$ cat src/rtl/nl2_scrub_pkg.sv
// Shared types and helpers for the L2 data-bank background scrub sequencer.
// Provides the FSM state encoding and the saturating sweep counter increment.
`ifndef nl2_SRAM_BLOCK_ADDR_SIZE
`define nl2_SRAM_BLOCK_ADDR_SIZE 10
`endif

package nl2_scrub_pkg;

    localparam int SCRUB_SWEEP_CNT_W = 16;

    typedef enum logic [1:0] {
        ST_IDLE = 2'd0,
        ST_WAIT = 2'd1,
        ST_REQ  = 2'd2,
        ST_CMPL = 2'd3
    } scrub_gen_state_t;

    function automatic logic [SCRUB_SWEEP_CNT_W-1:0] sweep_cnt_sat_inc(
        input logic [SCRUB_SWEEP_CNT_W-1:0] cnt
    );
        return (&cnt) ? cnt : cnt + SCRUB_SWEEP_CNT_W'(1);
    endfunction

endpackage

$ cat src/rtl/nl2_scrub_next_bnk.sv
// Finds the next set mask bit strictly above the current bank index, plus the
// lowest set bit used when the search wraps around.
module nl2_scrub_next_bnk #(
    parameter int N_SRAM = 4,
    parameter int IDX_W  = (N_SRAM > 1) ? $clog2(N_SRAM) : 1
) (
    input  logic [N_SRAM-1:0] mask,
    input  logic [IDX_W-1:0]  cur_idx,
    output logic [IDX_W-1:0]  next_idx,
    output logic              wrap,
    output logic [IDX_W-1:0]  low_idx,
    output logic              any_set
);

    // Scanning downward leaves the lowest qualifying bit as the final winner.
    always_comb begin
        next_idx = '0;
        wrap     = 1'b1;
        low_idx  = '0;
        for (int i = N_SRAM - 1; i >= 0; i--) begin
            if (mask[i]) begin
                low_idx = IDX_W'(i);
                if (i > int'(cur_idx)) begin
                    next_idx = IDX_W'(i);
                    wrap     = 1'b0;
                end
            end
        end
    end

    assign any_set = |mask;

endmodule

$ cat src/rtl/nl2_dbank_scrub_gen.sv
// Background scrub sequencer: walks every block address of every enabled bank,
// issuing one paced scrub command at a time and waiting for bank-side completion.
module nl2_dbank_scrub_gen
    import nl2_scrub_pkg::*;
#(
    parameter int N_SRAM          = 4,
    parameter int BLOCK_ADDR_SIZE = `nl2_SRAM_BLOCK_ADDR_SIZE,
    parameter int INTERVAL_W      = 16
) (
    input  logic                         clk,
    input  logic                         rst_a,
    input  logic                         scrub_enable,
    input  logic [INTERVAL_W-1:0]        scrub_interval,
    input  logic [N_SRAM-1:0]            scrub_bnk_mask,
    output logic                         req_scrub,
    input  logic                         req_ack,
    output logic [N_SRAM-1:0]            req_bnk,
    output logic [BLOCK_ADDR_SIZE-1:0]   req_addr,
    input  logic                         scrub_proc,
    output logic                         busy,
    output logic                         sweep_done,
    output logic [SCRUB_SWEEP_CNT_W-1:0] sweep_count
);

    localparam int IDX_W = (N_SRAM > 1) ? $clog2(N_SRAM) : 1;

    scrub_gen_state_t               state_q, state_d;
    logic [IDX_W-1:0]               bnk_idx_q, bnk_idx_d;
    logic [BLOCK_ADDR_SIZE-1:0]     addr_q, addr_d;
    logic [INTERVAL_W-1:0]          cnt_q, cnt_d;
    logic                           req_scrub_q, req_scrub_d;
    logic                           busy_q, busy_d;
    logic                           sweep_done_q, sweep_done_d;
    logic [SCRUB_SWEEP_CNT_W-1:0]   sweep_count_q, sweep_count_d;

    logic [IDX_W-1:0]               nb_next_idx;
    logic                           nb_wrap;
    logic [IDX_W-1:0]               nb_low_idx;
    logic                           nb_any_set;

    nl2_scrub_next_bnk #(
        .N_SRAM (N_SRAM),
        .IDX_W  (IDX_W)
    ) u_next_bnk (
        .mask     (scrub_bnk_mask),
        .cur_idx  (bnk_idx_q),
        .next_idx (nb_next_idx),
        .wrap     (nb_wrap),
        .low_idx  (nb_low_idx),
        .any_set  (nb_any_set)
    );

    always_comb begin
        state_d       = state_q;
        bnk_idx_d     = bnk_idx_q;
        addr_d        = addr_q;
        cnt_d         = cnt_q;
        sweep_done_d  = 1'b0;
        sweep_count_d = sweep_count_q;

        unique case (state_q)
            ST_IDLE: begin
                if (scrub_enable && nb_any_set) begin
                    state_d = ST_WAIT;
                    cnt_d   = scrub_interval;
                    if (!scrub_bnk_mask[bnk_idx_q]) begin
                        bnk_idx_d = nb_low_idx;
                    end
                end
            end
            ST_WAIT: begin
                if (!scrub_enable) begin
                    state_d = ST_IDLE;
                end else if (cnt_q == '0) begin
                    state_d = ST_REQ;
                end else begin
                    cnt_d = cnt_q - INTERVAL_W'(1);
                end
            end
            ST_REQ: begin
                // The command stays up until acknowledged, regardless of enable.
                if (req_ack) begin
                    state_d = ST_CMPL;
                end
            end
            ST_CMPL: begin
                if (scrub_proc) begin
                    if (!nb_wrap) begin
                        bnk_idx_d = nb_next_idx;
                    end else begin
                        bnk_idx_d = nb_low_idx;
                        addr_d    = addr_q + BLOCK_ADDR_SIZE'(1);
                        if (&addr_q) begin
                            sweep_done_d  = 1'b1;
                            sweep_count_d = sweep_cnt_sat_inc(sweep_count_q);
                        end
                    end
                    if (scrub_enable && nb_any_set) begin
                        state_d = ST_WAIT;
                        cnt_d   = scrub_interval;
                    end else begin
                        state_d = ST_IDLE;
                    end
                end
            end
            default: state_d = ST_IDLE;
        endcase

        req_scrub_d = (state_d == ST_REQ);
        busy_d      = (state_d != ST_IDLE);
    end

    always_ff @(posedge clk) begin
        if (rst_a) begin
            state_q       <= ST_IDLE;
            bnk_idx_q     <= '0;
            addr_q        <= '0;
            cnt_q         <= '0;
            req_scrub_q   <= 1'b0;
            busy_q        <= 1'b0;
            sweep_done_q  <= 1'b0;
            sweep_count_q <= '0;
        end else begin
            state_q       <= state_d;
            bnk_idx_q     <= bnk_idx_d;
            addr_q        <= addr_d;
            cnt_q         <= cnt_d;
            req_scrub_q   <= req_scrub_d;
            busy_q        <= busy_d;
            sweep_done_q  <= sweep_done_d;
            sweep_count_q <= sweep_count_d;
        end
    end

    always_comb begin
        req_bnk            = '0;
        req_bnk[bnk_idx_q] = 1'b1;
    end

    assign req_scrub   = req_scrub_q;
    assign req_addr    = addr_q;
    assign busy        = busy_q;
    assign sweep_done  = sweep_done_q;
    assign sweep_count = sweep_count_q;

endmodule

$ cat config.mk
export PLATFORM = sky130hd
export DESIGN_NAME = nl2_dbank_scrub_gen
export DESIGN_NICKNAME = d
export VERILOG_FILES = /design/src/rtl/nl2_scrub_pkg.sv /design/src/rtl/nl2_scrub_next_bnk.sv /design/src/rtl/nl2_dbank_scrub_gen.sv
export SDC_FILE = /design/constraint.sdc
export NUM_CORES = 1
export LEC_CHECK = 0
export CAP_MARGIN = 40
export CORE_MARGIN = 5
export CORE_UTILIZATION = 55
export CTS_CLUSTER_DIAMETER = 50
export DETAILED_ROUTE_END_ITERATION = 8
export GPL_ROUTABILITY_DRIVEN = 0
export PLACE_DENSITY = 0.88
export SLEW_MARGIN = 10
export SYNTH_ARGS = -nofsm -noshare
export SYNTH_HDL_FRONTEND = slang
export SYNTH_SLANG_ARGS = --single-unit
$ cat constraint.sdc
create_clock -name clk -period 3 [get_ports clk]
set_input_delay 0.6 -clock clk [delete_from_list [all_inputs] [get_ports clk]]
set_output_delay 0.6 -clock clk [all_outputs]
set_load 0.02 [all_outputs]
# == Word level (Yosys, flattened, before mapping) ==
# Cells that the tools add are included.
# word_totals
ff_bits,49
input_bits,25
output_inout_bits,33
elab_cells,82
# op_classes
add_sub_neg,3
n_lt_le_gt_ge,5
n_eq_ne,9
muxes,38
bitwise,4
n_reduce_logical,15
# op_table
cell,count
$mux 16,4
$pmux 16 s3,1
$mux 2,19
$add 16x1->16 const B,1
$logic_not 16->1,1
$reduce_and 16->1,1
$sub 16x1->16 const B,1
$reduce_and 14->1,1
$add 10x1->10 const B,1
$mux 1,10
$ne 2x2->1 const B,5
$reduce_and 10->1,1
$pmux 2 s4,1
$reduce_and 4->1,2
$reduce_or 4->1,2
$eq 2x2->1 const B,3
$gt 2x2->1 const A,2
$not 1->1,4
$pmux 2 s2,1
$reduce_bool 2->1,2
$lt 2x3->1 const B,1
$reduce_and 3->1,1
$reduce_bool 3->1,1
$bmux 1 s2,1
other kinds (6),7

# == Logic depth before layout (Yosys ltp) ==
# Gate-level depths: netlist of run 1.
# depth
depth_word,10
ltp_mapped,8
mapped_depth_nobuf,7

# == Modules after synthesis ==
# From an unflattened synthesis of run 1, not the netlist that was laid out.
# hier_totals
hier_cells,345
area_unflattened_um2,2751.4
# by_module_without_submodules
module,instances,cells_per_inst,area_per_inst_um2,seq_area_each_um2
nl2_dbank_scrub_gen,1,329,2655.0,980.9
nl2_scrub_next_bnk,1,16,96.3,0.0

# == Least setup slack after synthesis of run 1 ==
# OpenSTA, ideal clock, no wires.
# synth_timing
path_kind,input port to flip-flop
start,input scrub_bnk_mask[3]
end,"register sweep_count_q[4], in the netlist sweep_count[4]"
setup_ns,0.071
t_arrival_ns,2.160
t_required_ns,2.929
setup_slack_ns,0.769
path_stages,6
n_path_buf,1
cell_sequence,nor2_1 > o21bai_4 > or4_4 > buf_6 > or4_1 > a21oi_1
# synth_between
elab_chain_len,6
# synth_rtl
item,line,text
start: declaration,nl2_dbank_scrub_gen.sv:14,"input logic [N_SRAM-1:0] scrub_bnk_mask,"
$mux 1 (*),nl2_scrub_next_bnk.sv:21,if (mask[i]) begin
$mux 1,nl2_scrub_next_bnk.sv:23,if (i > int'(cur_idx)) begin
$mux 1 (*),nl2_scrub_next_bnk.sv:21,
$mux 1,nl2_scrub_next_bnk.sv:23,
$mux 1 (*),nl2_scrub_next_bnk.sv:21,
$reduce_and 14->1 (no source line) (*),n/a,
end signal: assignment,nl2_dbank_scrub_gen.sv:131,sweep_count_q <= sweep_count_d;
end: declaration,nl2_dbank_scrub_gen.sv:34,"logic [SCRUB_SWEEP_CNT_W-1:0] sweep_count_q, sweep_count_d;"
# Mark *: on every way between the ends. The rest lies on a longest branch, timed or not.
# A chain may end at the register's enable or synchronous reset.

# == Worst setup path in the final report of run 1 ==
# layout_timing
start,input scrub_proc
end,"register sweep_count_q[4], in the netlist sweep_count[4]"
# layout_between
elab_chain_len,1
# layout_rtl
item,line,text
start: declaration,nl2_dbank_scrub_gen.sv:19,"input logic scrub_proc,"
$reduce_and 14->1 (no source line),n/a,
# Every way passes these cells.

==> impl_metrics.json, run 1 <==
{
  "synth_area_leaders": "dfxtp_1 35%, a21oi_1 8.8%, o31ai_1 4.0%",
  "viasPerCell": 5.93,
  "grt_max_degree": 33,
  "post_cts_buffers": 0,
  "area_growth_pct": 25.5,
  "finalNetCount": 446,
  "max_freq_ghz": 0.385,
  "synth_cell_types": 49,
  "reg2reg_depth": 5,
  "max_stage_delay_ps": 700,
  "wl_mm": 6.89,
  "critPathRequiredTime_ps": 3250,
  "synth_seq_cells": 49,
  "final_common_cell": "clkdlybuf4s50_1",
  "yosysSeqAreaShare_pct": 34.6,
  "die_w_um": 81.8,
  "netlist_instances": 365,
  "n_fill_cell": 407,
  "setup_tns_ps": 0,
  "holdWs_ps": 505,
  "cts_tree": "done",
  "synth_area_um2": 2840,
  "path_delay_family": "simple AND/OR/NAND/NOR gates",
  "crit_buf_inv": 1,
  "clock_path_buffers": 2,
  "initial_utilization_pct": 56.3,
  "critPathKind": "in -> reg",
  "tightest_slew_ps": 925,
  "ys_warn_count": 0,
  "synthArstFlopShare_pct": 0,
  "cts_resized": 0,
  "p_leak_nw": 1.19,
  "crit_cells": 6,
  "grt_antenna_before_repair": 0,
  "yosysTopAreaCellShare_pct": 34.6,
  "path_max_fanout": 31,
  "rows": 26,
  "drtPass1Iterations": 4,
  "maxCapViolations": 0,
  "first_global_vias": 2623,
  "path_clk_slew_ps": 100,
  "finClkSkew_ps": 9.28,
  "rsz0062_at_grt": "no",
  "start_kind": "input port",
  "synth-main-ff-cell": "dfxtp_1",
  "synth_edf_count": 0,
  "slew_viol_final": 0,
  "diodes": 0,
  "slew-limit-headroom_pct": 38.3,
  "cts_max_level": 2,
  "powerDensity_nw_per_um2": 417,
  "drive_above_1_share_pct": 8.13,
  "arrival_ps": 2840,
  "holdPathStages": 2,
  "vias": 2895,
  "cts_hold_buf": 0,
  "cts_buffers": 5,
  "wl_per_cell_um": 14.1,
  "grt_overflow": 0,
  "track_usage_pct": 21.5,
  "fin_crit_ps": 2600,
  "setup_viol_count_final": 0,
  "synth.net_count": 394,
  "cts_sinks": 49,
  "end_kind": "flop",
  "dieArea_um2": 6690,
  "postLayoutCoreUtil_pct": 70.6,
  "core_area_um2": 5040,
  "peakVddDrop_mv": 0.293,
  "hold_violations": 0,
  "dp_hpwl_mm": 4.92,
  "root_buffer": "clkbuf_8",
  "crit_chain": "clkdlybuf4s50_1 > nand3_4 > o21bai_4 > or4_4 > or4_1 > a21oi_1",
  "ioPinCount": 58,
  "grt_first_pass_wirelength_mm": 11.6,
  "worst_hold_path_type": "reg -> reg",
  "outcome": "completed",
  "route.antenna.remaining_nets": 0,
  "synth_area_leader_cell": "dfxtp_1",
  "final_cell_mix": "57 x clkdlybuf4s50_1, 50 x a21oi_1, 49 x dfxtp_1",
  "drc_errors": 0,
  "portBuffers": 57,
  "cpMaxStageDelayCell": "or4_4",
  "fin_crit_sh_pct": 86.5,
  "syn_area_per_cell_um2": 7.77,
  "die_height_um": 81.8,
  "drt_iter0_markers": 189,
  "clk_latency_ps": 300
}
where the power goes:
group          switching, mW  internal (mW)  total (mW)  leakage, nW
sequential            0.0399          0.682       0.722        0.398
combinational          0.209          0.156       0.364        0.749
clock                  0.234          0.166       0.400       0.0481
total                  0.482           1.00        1.49         1.19
cell families (layout without fill, tap and decap cells):
family,after synthesis,in the layout,synth area share (%)
simple gates,157,157,31.1
fa+ha+maj,4,4,1.76
mux,2,2,1.19
compound gates,114,114,24.5
xor+xnor,5,5,1.54
flops,49,49,34.6
buf+inv,34,87,5.25
stage by stage:
step           total power [mW]  instance area [µm²]  setup WS (ps)  cells
4_1_cts                    1.49                 3560            425    488
3_3_place_gp               1.08                 3470            162    480
6_report                   1.49                 3560            404    488
3_5_place_dp               1.09                 3470            100    480
2_1_floorplan             0.986                 2840            769    365
5_1_grt                    1.57                 3560            306    488
synthesized netlist by cell type, types with 4 or more instances:
| cell type | n |
|---|---|
| or3_1 | 4 |
| dfxtp_1 | 49 |
| and3_1 | 5 |
| xnor2_1 | 5 |
| ha_1 | 4 |
| nand3_1 | 15 |
| a21o_1 | 7 |
| nor2_1 | 27 |
| clkbuf_1 | 17 |
| a21oi_1 | 50 |
| nor4_1 | 8 |
| o31ai_1 | 15 |
| inv_1 | 11 |
| or2_2 | 6 |
| nand2_1 | 26 |
| or4_1 | 15 |
| nand4_1 | 5 |
| nand2b_1 | 14 |
| nor3_1 | 9 |
| nor2b_1 | 6 |
| o21ai_0 | 22 |
sequential cells by signal, indices dropped and copies added, names as in the netlist:
register	count
req_addr	10
cnt_q	16
sweep_count	16
state_q	2
bnk_idx_q	2
busy	1
sweep_done	1
req_scrub	1
worst register-to-register path: stages, from the launching register on:
cell      delay [ps]
dfxtp_1          540
nand3_4          130
o21bai_4         200
or4_4            700
or4_1            540
a21oi_1          150
cell type report:
cell class / count / area (µm²) / share of cell area, %
well taps: 70 / 87.6 / 2.46
repair buffers: 68 / 653 / 18.3
clock buffers: 5 / 68.8 / 1.93
flip-flops and latches: 49 / 981 / 27.5
clock inverters: 3 / 22.5 / 0.632
inverters: 11 / 41.3 / 1.16
multi-input cells: 282 / 1710 / 47.9
metal layers:
layer | part of all wire (%) | GRT usage (%) | up-vias
li1 | - | - | 1452
met1 | 44 | 26.9 | 1359
met2 | 49 | 37.2 | 72
met3 | 5.8 | 4.06 | 12
met4 | 1.3 | 6.64 | 0
met5 | 0 | 0 | -
worst paths after layout:
| kind | start | end | slack (ps) |
|---|---|---|---|
| setup reg to reg | state_q[0]$_SDFF_PP0_ | sweep_count[4]$_SDFFE_PP0P_ | 690 |
| hold reg to reg | cnt_q[9]$_SDFFE_PP0P_ | cnt_q[9]$_SDFFE_PP0P_ | 510 |
| hold / removal | cnt_q[9]$_SDFFE_PP0P_ | cnt_q[9]$_SDFFE_PP0P_ | 510 |
| setup / recovery | scrub_proc | sweep_count[4]$_SDFFE_PP0P_ | 400 |
(Power assumes the default switching activity.)
==> run 2: changes to the inputs <==
- CORE_UTILIZATION: 55 -> 33
- PLACE_DENSITY: 0.88 -> 0.58
- SLEW_MARGIN: 10 -> 30
==> run 2 against run 1 <==
  * Non-clock buffer count is 1 higher
  * Clock power is 2% higher
  * Global-route usage is 6.8 points lower
  * Sequential share of layout area is 0.49 points lower
  * Design area is 1.8% higher
  * Largest cell class unchanged
  * Largest power group unchanged
  * Highest routed layer unchanged
==> impl_metrics.json, run 2 (same netlist as run 1, synthesis figures left out) <==
{
  "outcome": "completed",
  "path_delay_family": "simple AND/OR/NAND/NOR gates",
  "p_switching_mw": 0.497,
  "worst_hold_path_type": "reg -> reg",
  "setup_tns_ps": 0,
  "seqPwrFrac_pct": 48.0,
  "die_w_um": 103,
  "cpMaxStageDelayCell": "or4_4",
  "power_mw": 1.51,
  "reg2reg_depth": 5,
  "clock_path_buffers": 2,
  "max_freq_ghz": 0.389,
  "slew_viol_final": 0,
  "start_kind": "input port",
  "p_clk_share_pct": 27.0,
  "cts_buffers": 5,
  "max_stage_delay_ps": 700,
  "initial_utilization_pct": 34.2,
  "powerDensity_nw_per_um2": 416,
  "tightest_slew_ps": 706,
  "viasPerCell": 5.38,
  "grt_max_degree": 33,
  "pre_cts_ws_ps": 110,
  "hold_violations": 0,
  "core_area_um2": 8300,
  "drc_errors": 0,
  "vias": 2819,
  "crit_cells": 6,
  "finClkSkew_ps": 11.3,
  "p_leak_nw": 1.19,
  "post_cts_buffers": 0,
  "startpoint": "scrub_proc",
  "ioPinCount": 58,
  "dp_hpwl_mm": 5.43,
  "drive_above_1_share_pct": 8.83,
  "r2r_slack_ps": 710,
  "grt_first_pass_wirelength_mm": 12.7,
  "cts_tree": "done",
  "root_buffer": "clkbuf_8",
  "crit_chain": "clkdlybuf4s50_1 > nand3_4 > o21bai_4 > or4_4 > or4_1 > a21oi_1",
  "cts_sinks": 49,
  "setup_slack_ps": 432,
  "finalNetCount": 447,
  "final_area_um2": 3630,
  "dieArea_um2": 10500,
  "diodes": 0,
  "swShare_pct": 33.0,
  "cts_resized": 0,
  "rsz0062_at_grt": "no",
  "wl_mm": 7.53,
  "final_common_cell": "clkdlybuf4s50_1",
  "critPathKind": "in -> reg",
  "crit_buf_inv": 1,
  "first_global_vias": 2693,
  "internal_power_mw": 1.01,
  "path_max_fanout": 31,
  "track_usage_pct": 14.7,
  "peakVddDrop_mv": 0.186,
  "cts_hold_buf": 0,
  "r2r-end": "sweep_count[14]$_SDFFE_PP0P_",
  "maxCapViolations": 0,
  "die_height_um": 103,
  "n_fill_cell": 837,
  "drtPass1Iterations": 4,
  "critPathRequiredTime_ps": 3240,
  "area_growth_pct": 27.8,
  "grt_antenna_before_repair": 0,
  "comb_power_share_pct": 25.1,
  "fin_crit_ps": 2570,
  "wl_per_cell_um": 14.4,
  "cts_max_level": 2,
  "setup_viol_count_final": 0,
  "final-seq-area_um2": 981,
  "final_cell_mix": "56 x clkdlybuf4s50_1, 50 x a21oi_1, 49 x dfxtp_1",
  "path_clk_slew_ps": 100,
  "drt_iter0_markers": 135,
  "clk_latency_ps": 310,
  "final_cells": 524,
  "multi_input_comb_area_um2": 1710,
  "endpoint": "sweep_count[14]$_SDFFE_PP0P_",
  "slew-limit-headroom_pct": 52.5,
  "placed_cell_area_um2": 3530,
  "end_kind": "flop",
  "rr_startpoint": "state_q[0]$_SDFF_PP0_",
  "fin_crit_sh_pct": 85.6,
  "portBuffers": 57,
  "grt_overflow": 0,
  "rows": 33,
  "route.antenna.remaining_nets": 0,
  "arrival_ps": 2810,
  "dp_cells": 516
}
-- run 2: cell types whose count changed in the layout (fill, tap and decap cells not counted), sizes merged --
cell,change
buf,+2
clkdlybuf4s50,-1
clkinvlp,+3
clkinv,-3
-- run 2: area by class of cell --
type	instances	area share, %
Clock buffer	5	1.90
Inverter	11	1.14
Multi-Input combinational cell	282	47.2
Clock inverter	3	0.621
Tap cell	105	3.62
Sequential cell	49	27.1
Timing Repair Buffer	69	18.4
-- run 2: worst reg2reg max path, cell delays in order, from the launching register on --
cell and delay, ps:
dfxtp_1 540, nand3_4 130, o21bai_4 200, or4_4 700
or4_1 510, a21oi_1 150
-- run 2: worst min-delay path by stage --
| stage | to | startpoint | cells after the start |
|---|---|---|---|
| after CTS | sweep_count[8]$_SDFFE_PP0P_ | sweep_count[8]$_SDFFE_PP0P_ | 2 |
| after global routing | cnt_q[12]$_SDFFE_PP0P_ | cnt_q[12]$_SDFFE_PP0P_ | 2 |
| after floorplan | cnt_q[13]$_SDFFE_PP0P_ | cnt_q[13]$_SDFFE_PP0P_ | 2 |
| after global placement | cnt_q[13]$_SDFFE_PP0P_ | cnt_q[13]$_SDFFE_PP0P_ | 2 |
| after detailed placement | sweep_count[8]$_SDFFE_PP0P_ | sweep_count[8]$_SDFFE_PP0P_ | 2 |
| final | sweep_count[8]$_SDFFE_PP0P_ | sweep_count[8]$_SDFFE_PP0P_ | 2 |
-- run 2: metal layers --
metal | track usage, % | wire, µm
met5 | 0 | 0
met4 | 3.63 | 33
met3 | 2.77 | 355
met2 | 24.3 | 3570
met1 | 19.9 | 3570
-- run 2: per-stage QoR --
| stage | hold slack (ps) | utilization [%] |
|---|---|---|
| 2_1_floorplan | 454 | - |
| 3_3_place_gp | 472 | 42.6 |
| 3_5_place_dp | 481 | 42.6 |
| 4_1_cts | 496 | 43.7 |
| 5_1_grt | 521 | 43.7 |
| 6_report | 496 | 43.7 |
-- run 2: power groups by stage --
stage                     sequential, mW  clock (mW)  combinational (mW)
final                              0.723       0.407               0.378
after global routing               0.730       0.447               0.428
after CTS                          0.723       0.429               0.378
after detailed placement           0.737           0               0.378
after global placement             0.736           0               0.373
after floorplan                    0.720           0               0.266
==> run 3: changes to the inputs <==
- CORE_UTILIZATION: 33 -> 40
- PLACE_DENSITY: 0.58 -> 0.68
==> run 3 against run 2 <==
  * Non-clock buffer count unchanged
  * Clock skew grew 2.4 ps
  * Final cell count fell by 1.7%
  * Sequential cell count unchanged
  * Worst setup slack got worse by 26 ps
  * Global-route usage up 1.6 points
  * Clock-buffer cell count unchanged
  * Combinational power decreased by 3%
  * Sequential power barely moved
  * Register-to-register slack is essentially flat
  * Critical path type unchanged
  * Highest routed layer unchanged
==> impl_metrics.json, run 3 (same netlist as run 1, synthesis figures left out) <==
{
  "diodes": 0,
  "start_kind": "input port",
  "rsz0062_at_grt": "no",
  "fin_crit_ps": 2590,
  "grt_overflow": 0,
  "cts_hold_buf": 0,
  "end_kind": "flop",
  "hold_violations": 0,
  "root_buffer": "clkbuf_8",
  "maxCapViolations": 0,
  "initial_utilization_pct": 41.5,
  "setup_slack_ps": 406,
  "route.antenna.remaining_nets": 0,
  "pre_cts_ws_ps": 103,
  "final_common_cell": "clkdlybuf4s50_1",
  "fin_crit_sh_pct": 86.5,
  "path_clk_slew_ps": 100,
  "finClkSkew_ps": 13.7,
  "dp_cells": 507,
  "rows": 30,
  "drc_errors": 0,
  "core_area_um2": 6830,
  "post_cts_buffers": 0,
  "max_stage_delay_ps": 710,
  "drt_iter0_markers": 118,
  "wl_per_cell_um": 13.5,
  "cts_sinks": 49,
  "clock_path_buffers": 2,
  "grt_antenna_before_repair": 0,
  "placed_cell_area_um2": 3520,
  "vias": 2871,
  "track_usage_pct": 16.4,
  "setup_tns_ps": 0,
  "wl_mm": 6.94,
  "power_mw": 1.57,
  "final_area_um2": 3630,
  "dieArea_um2": 8880,
  "die_w_um": 94.2,
  "cts_buffers": 5,
  "clk_latency_ps": 310,
  "tightest_slew_ps": 663,
  "area_growth_pct": 28.0,
  "cts_max_level": 2,
  "cpMaxStageDelayCell": "or4_4",
  "first_global_vias": 2619,
  "slew_viol_final": 0,
  "ioPinCount": 58,
  "dp_hpwl_mm": 5.03,
  "die_height_um": 94.2,
  "drtPass1Iterations": 5,
  "peakVddDrop_mv": 0.253,
  "critPathRequiredTime_ps": 3240,
  "finalNetCount": 447,
  "critPathKind": "in -> reg",
  "powerDensity_nw_per_um2": 433,
  "outcome": "completed",
  "cts_tree": "done",
  "p_leak_nw": 1.21,
  "cts_resized": 0,
  "slew-limit-headroom_pct": 55.4,
  "worst_hold_path_type": "reg -> reg",
  "portBuffers": 57,
  "grt_first_pass_wirelength_mm": 12.1,
  "path_max_fanout": 31,
  "setup_viol_count_final": 0,
  "holdPathStages": 2,
  "max_freq_ghz": 0.386,
  "viasPerCell": 5.57,
  "drive_above_1_share_pct": 8.59,
  "reg2reg_depth": 5,
  "final_cells": 515,
  "grt_max_degree": 33,
  "arrival_ps": 2830,
  "crit_chain": "clkdlybuf4s50_1 > nand3_4 > o21bai_4 > or4_4 > or4_1 > a21oi_1",
  "final_cell_mix": "57 x clkdlybuf4s50_1, 50 x a21oi_1, 49 x dfxtp_1"
}
[run 3: cell types whose count changed in the layout (fill, tap and decap cells not counted), sizes merged]
cell / before / now
clkinv: 0 / 1
clkinvlp: 3 / 1
clkdlybuf4s50: 56 / 57
buf: 13 / 12
bufinv: 0 / 1
[run 3: final timing paths]
path,startpoint,endpoint,slack (ps)
max,scrub_proc,sweep_count[13]$_SDFFE_PP0P_,410
min,sweep_count[8]$_SDFFE_PP0P_,sweep_count[8]$_SDFFE_PP0P_,500
max reg2reg,state_q[0]$_SDFF_PP0_,sweep_count[13]$_SDFFE_PP0P_,700
min reg2reg,sweep_count[8]$_SDFFE_PP0P_,sweep_count[8]$_SDFFE_PP0P_,500
[run 3: metal layers]
layer	up-vias	GRT usage (%)	part of all wire, %
li1	1454	-	-
met1	1344	21.5	47
met2	65	27.3	47
met3	8	3.77	4.8
met4	0	3.73	0.86
met5	-	0	0
[run 3: stage by stage]
stage               hold WS (ps)  utilization, %
detailed placement           475            51.5
global placement             472            51.5
finish                       497            53.2
CTS                          493            53.2
floorplan                    454               -
global route                 525            53.2
[run 3: critical path, delay by kind of cell]
kind,cells,cell delay (ps)
buf+inv,1,550
simple gates,3,1340
compound gates,2,350
[run 3: where the power goes]
part / leakage (nW) / total [mW] / switching (mW) / internal [mW]
Clock: 0.0543 / 0.484 / 0.234 / 0.250
Sequential: 0.398 / 0.722 / 0.0394 / 0.682
Combinational: 0.754 / 0.367 / 0.209 / 0.158
Total: 1.21 / 1.57 / 0.482 / 1.09
[run 3: layout make-up]
class / count / area [µm²]
flip-flops and latches: 49 / 981
clock inverters: 3 / 46.3
multi-input cells: 282 / 1710
well taps: 96 / 120
fillers: 661 / 3200
inverters: 11 / 41.3
repair buffers: 69 / 661
clock buffers: 5 / 68.8
